## src/rtl/shift_add_multiplier.sv

```systemverilog
`timescale 1ns/1ps
// shift_add_multiplier
//   Iterative unsigned multiplier. A start pulse captures a and b. The block
//   then runs WIDTH add-and-shift iterations and writes the 2*WIDTH-bit
//   product. A start/busy/done handshake controls the exchange.
//
// Ports
//   clk      rising-edge clock
//   rst_n    asynchronous active-low reset; clears all state
//   start    request; accepted only in IDLE or DONE
//   a        multiplicand (unsigned, WIDTH bits), captured on the accepting edge
//   b        multiplier   (unsigned, WIDTH bits), captured on the accepting edge
//   busy     high while iterating
//   done     one-cycle completion pulse
//   product  last completed a*b (2*WIDTH bits); held until the next completion
module shift_add_multiplier #(
  parameter int WIDTH = 8
) (
  input  logic               clk,
  input  logic               rst_n,
  input  logic               start,
  input  logic [WIDTH-1:0]   a,
  input  logic [WIDTH-1:0]   b,
  output logic               busy,
  output logic               done,
  output logic [2*WIDTH-1:0] product
);

  localparam int CNT_W = (WIDTH > 2) ? $clog2(WIDTH) : 1;
  localparam logic [CNT_W-1:0] LAST = CNT_W'(WIDTH - 1);

  typedef enum logic [1:0] {
    IDLE = 2'd0,
    RUN  = 2'd1,
    DONE = 2'd2
  } state_t;

  state_t             state;
  logic [WIDTH-1:0]   mcand_r;
  logic [2*WIDTH-1:0] acc;
  logic [CNT_W-1:0]   count;
  logic [2*WIDTH-1:0] acc_nx;

  // One iteration. The upper half of the accumulator goes through the
  // WIDTH-bit adder when the current multiplier bit is set. The adder carry
  // becomes the new MSB as the whole word shifts right by one.
  function automatic logic [2*WIDTH-1:0] step(
    input logic [2*WIDTH-1:0] acc_v,
    input logic [WIDTH-1:0]   m
  );
    logic [WIDTH:0] s;
    if (acc_v[0])
      s = {1'b0, acc_v[2*WIDTH-1:WIDTH]} + {1'b0, m};
    else
      s = {1'b0, acc_v[2*WIDTH-1:WIDTH]};
    return {s, acc_v[WIDTH-1:1]};
  endfunction

  assign acc_nx = step(acc, mcand_r);

  always_ff @(posedge clk or negedge rst_n) begin
    if (!rst_n) begin
      state   <= IDLE;
      busy    <= 1'b0;
      done    <= 1'b0;
      product <= '0;
      mcand_r <= '0;
      acc     <= '0;
      count   <= '0;
    end else begin
      case (state)
        IDLE, DONE: begin
          done <= 1'b0;
          if (start) begin
            mcand_r <= a;
            acc     <= {{WIDTH{1'b0}}, b};
            count   <= '0;
            busy    <= 1'b1;
            state   <= RUN;
          end else begin
            busy  <= 1'b0;
            state <= IDLE;
          end
        end
        RUN: begin
          // start is deliberately ignored here: the operands are not re-sampled.
          acc   <= acc_nx;
          count <= count + 1'b1;
          if (count == LAST) begin
            product <= acc_nx;
            busy    <= 1'b0;
            done    <= 1'b1;
            state   <= DONE;
          end
        end
        default: begin
          busy  <= 1'b0;
          done  <= 1'b0;
          state <= IDLE;
        end
      endcase
    end
  end

endmodule

```

## config.mk

```make
export PLATFORM = sky130hd
export DESIGN_NAME = shift_add_multiplier
export DESIGN_NICKNAME = d
export VERILOG_FILES = /design/src/rtl/shift_add_multiplier.sv
export SDC_FILE = /design/constraint.sdc
export NUM_CORES = 1
export LEC_CHECK = 0
export BUFFER_PORTS_ARGS = -buffer_cell sky130_fd_sc_hd__buf_2
export CAP_MARGIN = 20
export CORE_ASPECT_RATIO = 1.25
export CORE_MARGIN = 8
export CORE_UTILIZATION = 45
export DETAILED_ROUTE_END_ITERATION = 16
export GPL_ROUTABILITY_DRIVEN = 0
export GPL_TIMING_DRIVEN = 0
export PLACE_DENSITY = 0.68
export SETUP_SLACK_MARGIN = 0.5
export SLEW_MARGIN = 40
export SYNTH_ARGS = -nofsm -noshare
export SYNTH_HDL_FRONTEND = slang
export SYNTH_SLANG_ARGS = --single-unit
```

## constraint.sdc

```tcl
create_clock -name clk -period 2.2 [get_ports clk]
set_input_delay 0.11 -clock clk [delete_from_list [all_inputs] [get_ports clk]]
set_output_delay 0.11 -clock clk [all_outputs]
set_load 0.01 [all_outputs]
```

==> out/qor.csv, run 1 <==
metric;value;unit
count of cell types in the netlist;36;
clock latency on the worst-skew pair;0.30;ns
total of warnings raised by yosys;0;
met2 usage in global routing;22.98;%
arrival time of data at the critical path endpoint;2.23;ns
final count of negative-setup-slack endpoints;0;
final antenna-violating net count;0;
RSZ-0062 raised after global routing;yes;
flop2flop setup slack;0.20;ns
count of filler cells inserted in the layout;439;
main flop type after synthesis;sky130_fd_sc_hd__dfrtp_1;
effective utilization at floorplan;46.24;%
count of final hold-check violations;0;
Die Span Y;93.66;um
status;finished clean;
post-synthesis async set-or-reset flop share;100.0;%
Ports;37;
number of flops mapped to enable cells by yosys;0;
global routing met1 resource utilization;17.23;%
dominant cell by count in the synthesized netlist;sky130_fd_sc_hd__nand2_1;
post-synthesis net count;239;
Crit path buffers/inverters;0;
Int Pwr;2.600;mW
CTS tree;yes;
die area;7316;sq um
number of global-route vias before repair;1691;
worst IR drop on VDD;731.2;uV
starting DRC count in detailed routing;69;
final period utilization;90.98;%
fraction of the yosys area taken by sequential cells;53.03;%
DR pass1 iterations;4;
maximum number of pins on one net before global-route repair;47;
number of H-tree branching levels;2;
global-route wire length before repair;8252;um
Tot GR Track Use;13.99;%
final instance count without filler cells;326;
Chip Width;78.12;um
I/O Buffers;36;
Sequential Power Share;35.3;%
initial antenna violation count;0;
number of max-cap violations;0;
post-route minimum period;2.002;ns
LEAKAGE;1.318;nW
clock sink count;46;
Core Area;4695;sq um
Critical Path Max Stage Delay;0.40;ns
area delta synth->final;24.90;%
average size of a mapped cell;10.39;sq um
final slew viol count;0;
remaining routing DRC violations;0;
worst path required time;2.43;ns
headroom to the max-slew limit;59.19;%
Worst Path Class, Setup;flip-flop to flip-flop;
CP max-delay cell;sky130_fd_sc_hd__dfrtp_1;
buffers from clock root to sink, at most;2;
post-CTS clock slew at the launch and capture registers of the worst setup and hold paths;0.09;ns
worst min-delay path class;input pin to flip-flop;
FMAX;0.4996;GHz
critical-path cell list;ha_2 > fa_2 > a21o_2 > o2bb2ai_2 > o21a_1 > o31a_1 > o21ai_1;
Comb pwr share;52.1;%
portion of synthesized cell area occupied by the leading cell type;53.03;%
register bit total from synthesis;46;
busiest metal layer after global routing;met2;
Layout Nets;295;
wire length after detailed routing;4954;um
pwr/cell area;1618;nW/um^2
commonest cells in the synthesized netlist;sky130_fd_sc_hd__nand2_1, sky130_fd_sc_hd__dfrtp_1, sky130_fd_sc_hd__o21ai_0, sky130_fd_sc_hd__nor2_1, sky130_fd_sc_hd__ha_1;
Inserted Clock Buffers;5;
Total Neg Setup Slack;0;ns
final total power;4.386;mW
combined flip-flop and latch cell area;1151;sq um
kind of launch point of the worst setup path;flip-flop;
number of rows in the core area;28;
global routing usage on met3;4.119;%
Yosys top cell by area;sky130_fd_sc_hd__dfrtp_1;
placed instance area;2434;sq um
final worst hold slack;0.004484;ns
net load switching power;1.786;mW
category of cells accounting for the largest share of critical-path delay;compound AO/OA/AOI/OAI gates;
final instance area;2711;sq um
mean routed wirelength per cell;15.20;um
clock share of power;12.6;%
critical path endpoint category;flip-flop;
total half-perimeter wirelength after legalization and detailed placement;3517;um
worst clock skew on the final layout;0.006539;ns
cell count after synthesis;209;
diode count;0;
Synth Cell Area;2171;sq um
CTS Root Cell;sky130_fd_sc_hd__clkbuf_8;
total vias in the final route;1702;
total congestion overflow;0;
Critical Path Fanout Max;2;
biggest area contributors in the synthesized netlist;sky130_fd_sc_hd__dfrtp_1, sky130_fd_sc_hd__nand2_1, sky130_fd_sc_hd__ha_1, sky130_fd_sc_hd__o21ai_0, sky130_fd_sc_hd__mux2_2;
footprint of the multi-input gates;997.2;sq um
cell count after placement;305;
switching share of power;40.73;%
Worst-Margin Slew;0.6098;ns
ratio of cells with drive above 1 in the final layout;29.32;%
Vias per Instance;5.221;
placed cells by master, fill, tap and decap left out, drive strengths merged, types with 5 or more instances in the layout:
cell type,instances
clkbuf,9
ha,10
inv,5
nor2,13
buf,50
nand2,48
o21ai,22
dlygate4sd3,6
mux2i,5
a21oi,5
dfrtp,46
mux2,7
stage by stage:
stage	util, %	setup WS, ns
2_1_floorplan	-	0.3462
3_3_place_gp	51.79	0.2160
3_5_place_dp	51.84	0.1860
4_1_cts	56.29	0.2101
5_1_grt	57.76	0.1418
6_report	57.76	0.1983
layout make-up:
type / count / share of cell area (%)
inverter: 4 / 0.5538
sequential: 46 / 42.45
clock buffer: 7 / 3.184
multi-input combinational: 150 / 36.78
timing repair buffer: 49 / 10.89
buffer: 9 / 3.046
tap: 60 / 2.769
clock inverter: 1 / 0.3230
state kept, by name, summed over array words and instances (netlist names):
register	cells
acc	16
product	16
mcand_r	8
count	3
state	2
busy	1
power by group through the flow:
stage	Sequential (mW)	Clock, mW	Combinational [mW]
floorplan	1.55	0	1.41
global placement	1.54	0	1.98
detailed placement	1.54	0	2.03
CTS	1.53	0.566	2.17
global route	1.60	0.601	2.52
finish	1.55	0.552	2.29
worst register-to-register path, stage by stage, from the launching register on:
cell and delay (ns):
sky130_fd_sc_hd__dfrtp_1 0.40, sky130_fd_sc_hd__ha_2 0.21, sky130_fd_sc_hd__fa_2 0.38, sky130_fd_sc_hd__a21o_2 0.23
sky130_fd_sc_hd__o2bb2ai_2 0.12, sky130_fd_sc_hd__o21a_1 0.18, sky130_fd_sc_hd__o31a_1 0.27, sky130_fd_sc_hd__o21ai_1 0.14
routing by layer:
layer,vias up,routed length [um]
met5,-,0
met4,0,60
met3,6,206
met2,34,2562
met1,830,2124
li1,832,-
cell families (layout without fill, tap and decap cells):
logic type | count (synthesis) | in the layout | share of synthesized area, %
flip-flops | 46 | 46 | 53.03
adder cells (fa/ha/maj) | 11 | 11 | 6.686
multiplexers | 12 | 12 | 5.937
AND/OR/NAND/NOR | 75 | 75 | 14.35
AO/OA/AOI/OAI | 48 | 48 | 14.01
buffers and inverters | 13 | 70 | 4.380
XOR/XNOR | 4 | 4 | 1.614
worst paths after layout:
kind	depth (start not counted)	from	end
min in group asynchronous	2	rst_n	product[15]
hold reg to reg	2	product[15]	product[15]
setup reg to reg	7	acc[8]	product[13]
hold / removal	3	a[3]	mcand_r[3]
setup / recovery	7	acc[8]	product[13]
max in group asynchronous	2	rst_n	mcand_r[3]
what timing repair did:
| item | CTS | global route |
|---|---|---|
| setup buffers | 4 | 3 |
| pin swaps | 5 | 7 |
| endpoints found under the setup margin | 13 | 13 |
| resized for setup | 5 | 9 |
| hold buffers | 6 | 0 |
| hold endpoints to repair | 51 | 0 |
Power figures use the tool's default switching activity.
==> inputs of run 2 (changes only) <==
HOLD_SLACK_MARGIN = 0.02   (was default)
SETUP_SLACK_MARGIN = default   (was 0.5)
==> run 2 against run 1 <==
Against the previous run: clock skew is 0.00082 ns lower; largest power group unchanged; flip-flop and latch count stayed put; sequential share of layout area is 1.7 points higher; non-clock buffer count is 4 lower.
==> out/qor.csv, run 2 (synthesized netlist as in run 1, its figures left out) <==
metric;value;unit;change
status;finished clean;;
arrival time of data at the critical path endpoint;2.30;ns;+0.07 ns
ratio of cells with drive above 1 in the final layout;24.14;%;-5.2 points
category of cells accounting for the largest share of critical-path delay;compound AO/OA/AOI/OAI gates;;
Core Area;4695;sq um;unchanged
number of max-cap violations;0;;unchanged
remaining routing DRC violations;0;;unchanged
Worst-Margin Slew;0.5582;ns;-0.05168 ns
worst path required time;2.42;ns;about the same
worst setup path startpoint;mcand_r[0];;
Crit path buffers/inverters;0;;unchanged
kind of launch point of the worst setup path;flip-flop;;
CTS tree;yes;;
mean routed wirelength per cell;14.42;um;-5.1%
final antenna-violating net count;0;;unchanged
starting DRC count in detailed routing;48;;-30%
worst reg2reg path startpoint;mcand_r[0];;
biggest registers after layout;acc x16, product x16, mcand_r x8;;
critical-path cell list;ha_1 > fa_2 > a21o_2 > o2bb2ai_2 > o21a_1 > o31a_1 > o21ai_1;;
Die Span Y;93.66;um;unchanged
final slew viol count;0;;unchanged
Inserted Clock Buffers;5;;unchanged
WP depth;7;;unchanged
flop2flop setup slack;0.12;ns;-0.08 ns
final count of negative-setup-slack endpoints;0;;unchanged
final instance count without filler cells;321;;-1.5%
FMAX;0.4809;GHz;-3.7%
Worst Path Class, Setup;flip-flop to flip-flop;;
end of the worst register-to-register path;product[13];;
I/O Buffers;36;;unchanged
total half-perimeter wirelength after legalization and detailed placement;3424;um;-2.7%
r2r worst-path depth;7;;unchanged
diode count;0;;unchanged
worst clock skew on the final layout;0.005717;ns;-0.0008214 ns
LEAKAGE;1.275;nW;-3.2%
area delta synth->final;20.06;%;
worst IR drop on VDD;672.7;uV;-8.0%
total congestion overflow;0;;unchanged
buffers from clock root to sink, at most;2;;unchanged
Critical Path Fanout Max;3;;+1
clock sink count;46;;unchanged
Vias per Instance;5.050;;-3.3%
CP max-delay cell;sky130_fd_sc_hd__dfrtp_1;;
effective utilization at floorplan;46.24;%;unchanged
global-route wire length before repair;7921;um;-4.0%
number of rows in the core area;28;;unchanged
Total Neg Setup Slack;0;ns;unchanged
number of H-tree branching levels;2;;unchanged
post-CTS setup-driven buffer insertion count;0;;-4
pwr/cell area;1540;nW/um^2;-4.8%
headroom to the max-slew limit;62.79;%;+3.6 points
worst setup path end;product[13];;
initial antenna violation count;0;;unchanged
post-route minimum period;2.079;ns;+0.07780 ns
die area;7316;sq um;unchanged
Chip Width;78.12;um;unchanged
Ports;37;;unchanged
RSZ-0062 raised after global routing;no;;
cell count after placement;305;;unchanged
critical path endpoint category;flip-flop;;
count of final hold-check violations;0;;unchanged
maximum number of pins on one net before global-route repair;47;;unchanged
CTS Root Cell;sky130_fd_sc_hd__clkbuf_8;;
most common library cell in the layout ignoring fill and taps;sky130_fd_sc_hd__nand2_1;;
final period utilization;94.52;%;+3.5 points
total vias in the final route;1621;;-4.8%
post-CTS clock slew at the launch and capture registers of the worst setup and hold paths;0.08;ns;about the same
Critical Path Max Stage Delay;0.39;ns;about the same
worst min-delay path class;input pin to flip-flop;;
wire length after detailed routing;4630;um;-6.5%
Layout Nets;291;;-1.4%
DR pass1 iterations;4;;unchanged
number of global-route vias before repair;1727;;+2.1%
clock latency on the worst-skew pair;0.29;ns;about the same
Tot GR Track Use;13.48;%;-0.51 points
leading cell types in the layout, fill and taps excluded;sky130_fd_sc_hd__nand2_1, sky130_fd_sc_hd__dfrtp_1, sky130_fd_sc_hd__buf_2;;
## run 2: worst min-delay path by stage
stage          startpoint          to  cells after the start
2_1_floorplan       rst_n      acc[0]                      0
5_1_grt              b[0]      acc[0]                      3
3_5_place_dp        rst_n  mcand_r[7]                      1
4_1_cts              b[7]      acc[7]                      3
3_3_place_gp         a[6]  mcand_r[6]                      3
6_report             b[6]      acc[6]                      3
## run 2: per-layer routing
layer	global-route usage [%]	vias up	routed length, um
met3	3.927	8	227
met1	15.57	753	2012
met4	4.954	0	92
met2	23.04	35	2297
met5	0	-	0
li1	-	825	-
## run 2: worst reg2reg max path, cell delays in order, from the launching register on
cell	delay, ns
sky130_fd_sc_hd__dfrtp_1	0.39
sky130_fd_sc_hd__ha_1	0.26
sky130_fd_sc_hd__fa_2	0.37
sky130_fd_sc_hd__a21o_2	0.24
sky130_fd_sc_hd__o2bb2ai_2	0.12
sky130_fd_sc_hd__o21a_1	0.20
sky130_fd_sc_hd__o31a_1	0.30
sky130_fd_sc_hd__o21ai_1	0.13
## run 2: layout make-up
cell class | instances | area, sq um
fillers | 452 | 2088
multi-input cells | 150 | 932.1
repair buffers | 45 | 272.8
flip-flops and latches | 46 | 1151
plain buffers | 9 | 80.08
well taps | 60 | 75.07
inverters | 4 | 15.01
clock inverters | 1 | 7.507
clock buffers | 6 | 72.57
## run 2: what timing repair did
| action | CTS | global route |
|---|---|---|
| gates resized for setup | 0 | 2 |
| endpoints found under the setup margin | 0 | 4 |
| hold endpoints to repair | 54 | 0 |
| hold buffers | 9 | 0 |
## run 2: report_power, final
part | switching (mW) | total [mW] | internal [mW] | leakage [nW]
logic | 1.10 | 2.00 | 0.902 | 0.679
registers | 0.265 | 1.52 | 1.26 | 0.558
clock network | 0.266 | 0.484 | 0.218 | 0.0373
## run 2: per-stage QoR
stage	area (sq um)	power, mW	worst slack (ns)	utilization, %	hold slack (ns)
after detailed placement	2429	3.559	0.07884	51.73	0.1538
after floorplan	2171	2.955	0.2364	-	-0.1856
after global placement	2426	3.506	0.1158	51.68	0.3028
after global routing	2606	4.372	0.03468	55.52	0.07212
after CTS	2599	4.073	0.05417	55.36	0.06569
final	2606	4.013	0.1205	55.52	0.07361
==> inputs of run 3 (changes only) <==
SETUP_SLACK_MARGIN = 0.2   (was default)
==> run 3 against run 2 <==
Against the previous run: via count grew 0.93%; die area unchanged; highest routed layer unchanged; combinational power increased by 5%; critical path type unchanged; flip-flop and latch count did not move; cell count increased by 1.2%; wire length grew 1.6%; core utilization grew 1.1 points; sequential power about the same; first-iteration DRC count down 21%; sequential share of layout area down 0.87 points.
==> out/qor.csv, run 3 (synthesized netlist as in run 1, its figures left out) <==
metric;value;unit;change
status;finished clean;;
CP max-delay cell;sky130_fd_sc_hd__dfrtp_1;;
die area;7316;sq um;unchanged
total met2 wirelength after detailed routing;2374;um;+3.4%
LEAKAGE;1.293;nW;+1.4%
clock latency on the worst-skew pair;0.29;ns;about the same
wire length after detailed routing;4704;um;+1.6%
pwr/cell area;1552;nW/um^2;+0.78%
final count of negative-setup-slack endpoints;0;;unchanged
post-layout worst setup margin;0.2228;ns;+0.1022 ns
worst clock skew on the final layout;0.004820;ns;-0.0008977 ns
global-route wire length before repair;8024;um;+1.3%
ratio of cells with drive above 1 in the final layout;26.42;%;+2.3 points
buffers from clock root to sink, at most;2;;unchanged
FMAX;0.5058;GHz;+5.2%
Critical Path Fanout Max;2;;-1
headroom to the max-slew limit;62.66;%;-0.13 points
Core Area;4695;sq um;unchanged
mean routed wirelength per cell;14.47;um;+0.35%
total congestion overflow;0;;unchanged
Inserted Clock Buffers;5;;unchanged
count of filler cells inserted in the layout;443;;-2.0%
RSZ-0062 raised after global routing;yes;;
number of rows in the core area;28;;unchanged
Vias per Instance;5.034;;-0.32%
effective utilization at floorplan;46.24;%;unchanged
final slew viol count;0;;unchanged
Critical Path Max Stage Delay;0.42;ns;+0.03 ns
critical path endpoint category;flip-flop;;
total half-perimeter wirelength after legalization and detailed placement;3424;um;unchanged
Die Span Y;93.66;um;unchanged
wire length on met3;194;um;-15%
critical-path cell list;ha_4 > fa_2 > a21o_2 > o2bb2ai_2 > o21a_1 > o31a_1 > o21ai_1;;
initial antenna violation count;0;;unchanged
count of final hold-check violations;0;;unchanged
leading cell types in the layout, fill and taps excluded;sky130_fd_sc_hd__nand2_1, sky130_fd_sc_hd__dfrtp_1, sky130_fd_sc_hd__buf_2;;
number of H-tree branching levels;2;;unchanged
Worst Path Class, Setup;flip-flop to flip-flop;;
maximum number of pins on one net before global-route repair;47;;unchanged
kind of launch point of the worst setup path;flip-flop;;
arrival time of data at the critical path endpoint;2.20;ns;-0.10 ns
number of global-route vias before repair;1761;;+2.0%
diode count;0;;unchanged
wire length on met1;2036;um;+1.2%
CTS Root Cell;sky130_fd_sc_hd__clkbuf_8;;
worst IR drop on VDD;685.5;uV;+1.9%
flop2flop setup slack;0.22;ns;+0.10 ns
Tot GR Track Use;13.69;%;+0.20 points
post-CTS clock slew at the launch and capture registers of the worst setup and hold paths;0.08;ns;about the same
biggest registers after layout;acc x16, product x16, mcand_r x8;;
area delta synth->final;22.48;%;
worst min-delay path class;input pin to flip-flop;;
Worst-Margin Slew;0.5580;ns;-0.0001234 ns
CTS tree;yes;;
post-route minimum period;1.977;ns;-0.1022 ns
Ports;37;;unchanged
most common library cell in the layout ignoring fill and taps;sky130_fd_sc_hd__nand2_1;;
highest routing layer actually used;met4;;
DP Worst Slack;0.07884;ns;unchanged
I/O Buffers;36;;unchanged
DR pass1 iterations;4;;unchanged
remaining routing DRC violations;0;;unchanged
number of max-cap violations;0;;unchanged
final antenna-violating net count;0;;unchanged
clock sink count;46;;unchanged
Layout Nets;295;;+1.4%
Chip Width;78.12;um;unchanged
final period utilization;89.87;%;-4.6 points
starting DRC count in detailed routing;38;;-21%
worst path required time;2.42;ns;about the same
total vias in the final route;1636;;+0.93%
Total Neg Setup Slack;0;ns;unchanged
## run 3: repair_timing
| item | CTS | global route |
|---|---|---|
| setup buffers | 2 | 2 |
| gates resized for setup | 4 | 2 |
| setup endpoints to repair | 6 | 8 |
| pin swaps | 2 | 2 |
| endpoints found under the hold margin | 54 | 0 |
| hold buffers | 9 | 0 |
## run 3: where the power goes
group,leakage [nW],internal [mW],switching (mW)
logic,0.697,0.969,1.14
clock network,0.0373,0.218,0.266
registers,0.558,1.26,0.274
total,1.29,2.45,1.68
## run 3: worst paths after layout
check / startpoint / endpoint / cells after the start
worst max-delay path: mcand_r[0] / product[13] / 7
worst min-delay path: b[6] / acc[6] / 3
worst max register to register: mcand_r[0] / product[13] / 7
worst min register to register: product[10] / product[10] / 2
max in group asynchronous: rst_n / mcand_r[4] / 2
min in group asynchronous: rst_n / product[14] / 2
## run 3: layout make-up
cell class	count	area (sq um)	share of cell area, %
buffer	9	80.08	3.012
clock buffer	6	72.57	2.729
clock inverter	1	7.507	0.2824
inverter	4	15.01	0.5647
multi-input combinational	150	954.7	35.91
sequential	46	1151	43.29
tap	60	75.07	2.824
timing repair buffer	49	302.8	11.39
## run 3: metal layers
metal,global-route usage [%],up-vias
met2,23.53,31
li1,-,827
met3,3.927,8
met1,15.58,770
met4,5.418,0
met5,0,-
## run 3: stage by stage
stage / std cells / instance area (sq um) / utilization [%] / power (mW) / hold slack, ns
global route: 325 / 2659 / 56.64 / 4.481 / 0.07203
detailed placement: 305 / 2429 / 51.73 / 3.559 / 0.1538
finish: 325 / 2659 / 56.64 / 4.126 / 0.07270
floorplan: 209 / 2171 / - / 2.955 / -0.1856
global placement: 305 / 2426 / 51.68 / 3.506 / 0.3028
CTS: 323 / 2633 / 56.08 / 4.135 / 0.06569
## run 3: worst max-delay path: cells and delay by family (launching register included)
| family | cells | cell delay, ns |
|---|---|---|
| AO/OA/AOI/OAI | 5 | 0.96 |
| adder cells (fa/ha/maj) | 2 | 0.52 |
| flip-flops | 1 | 0.42 |
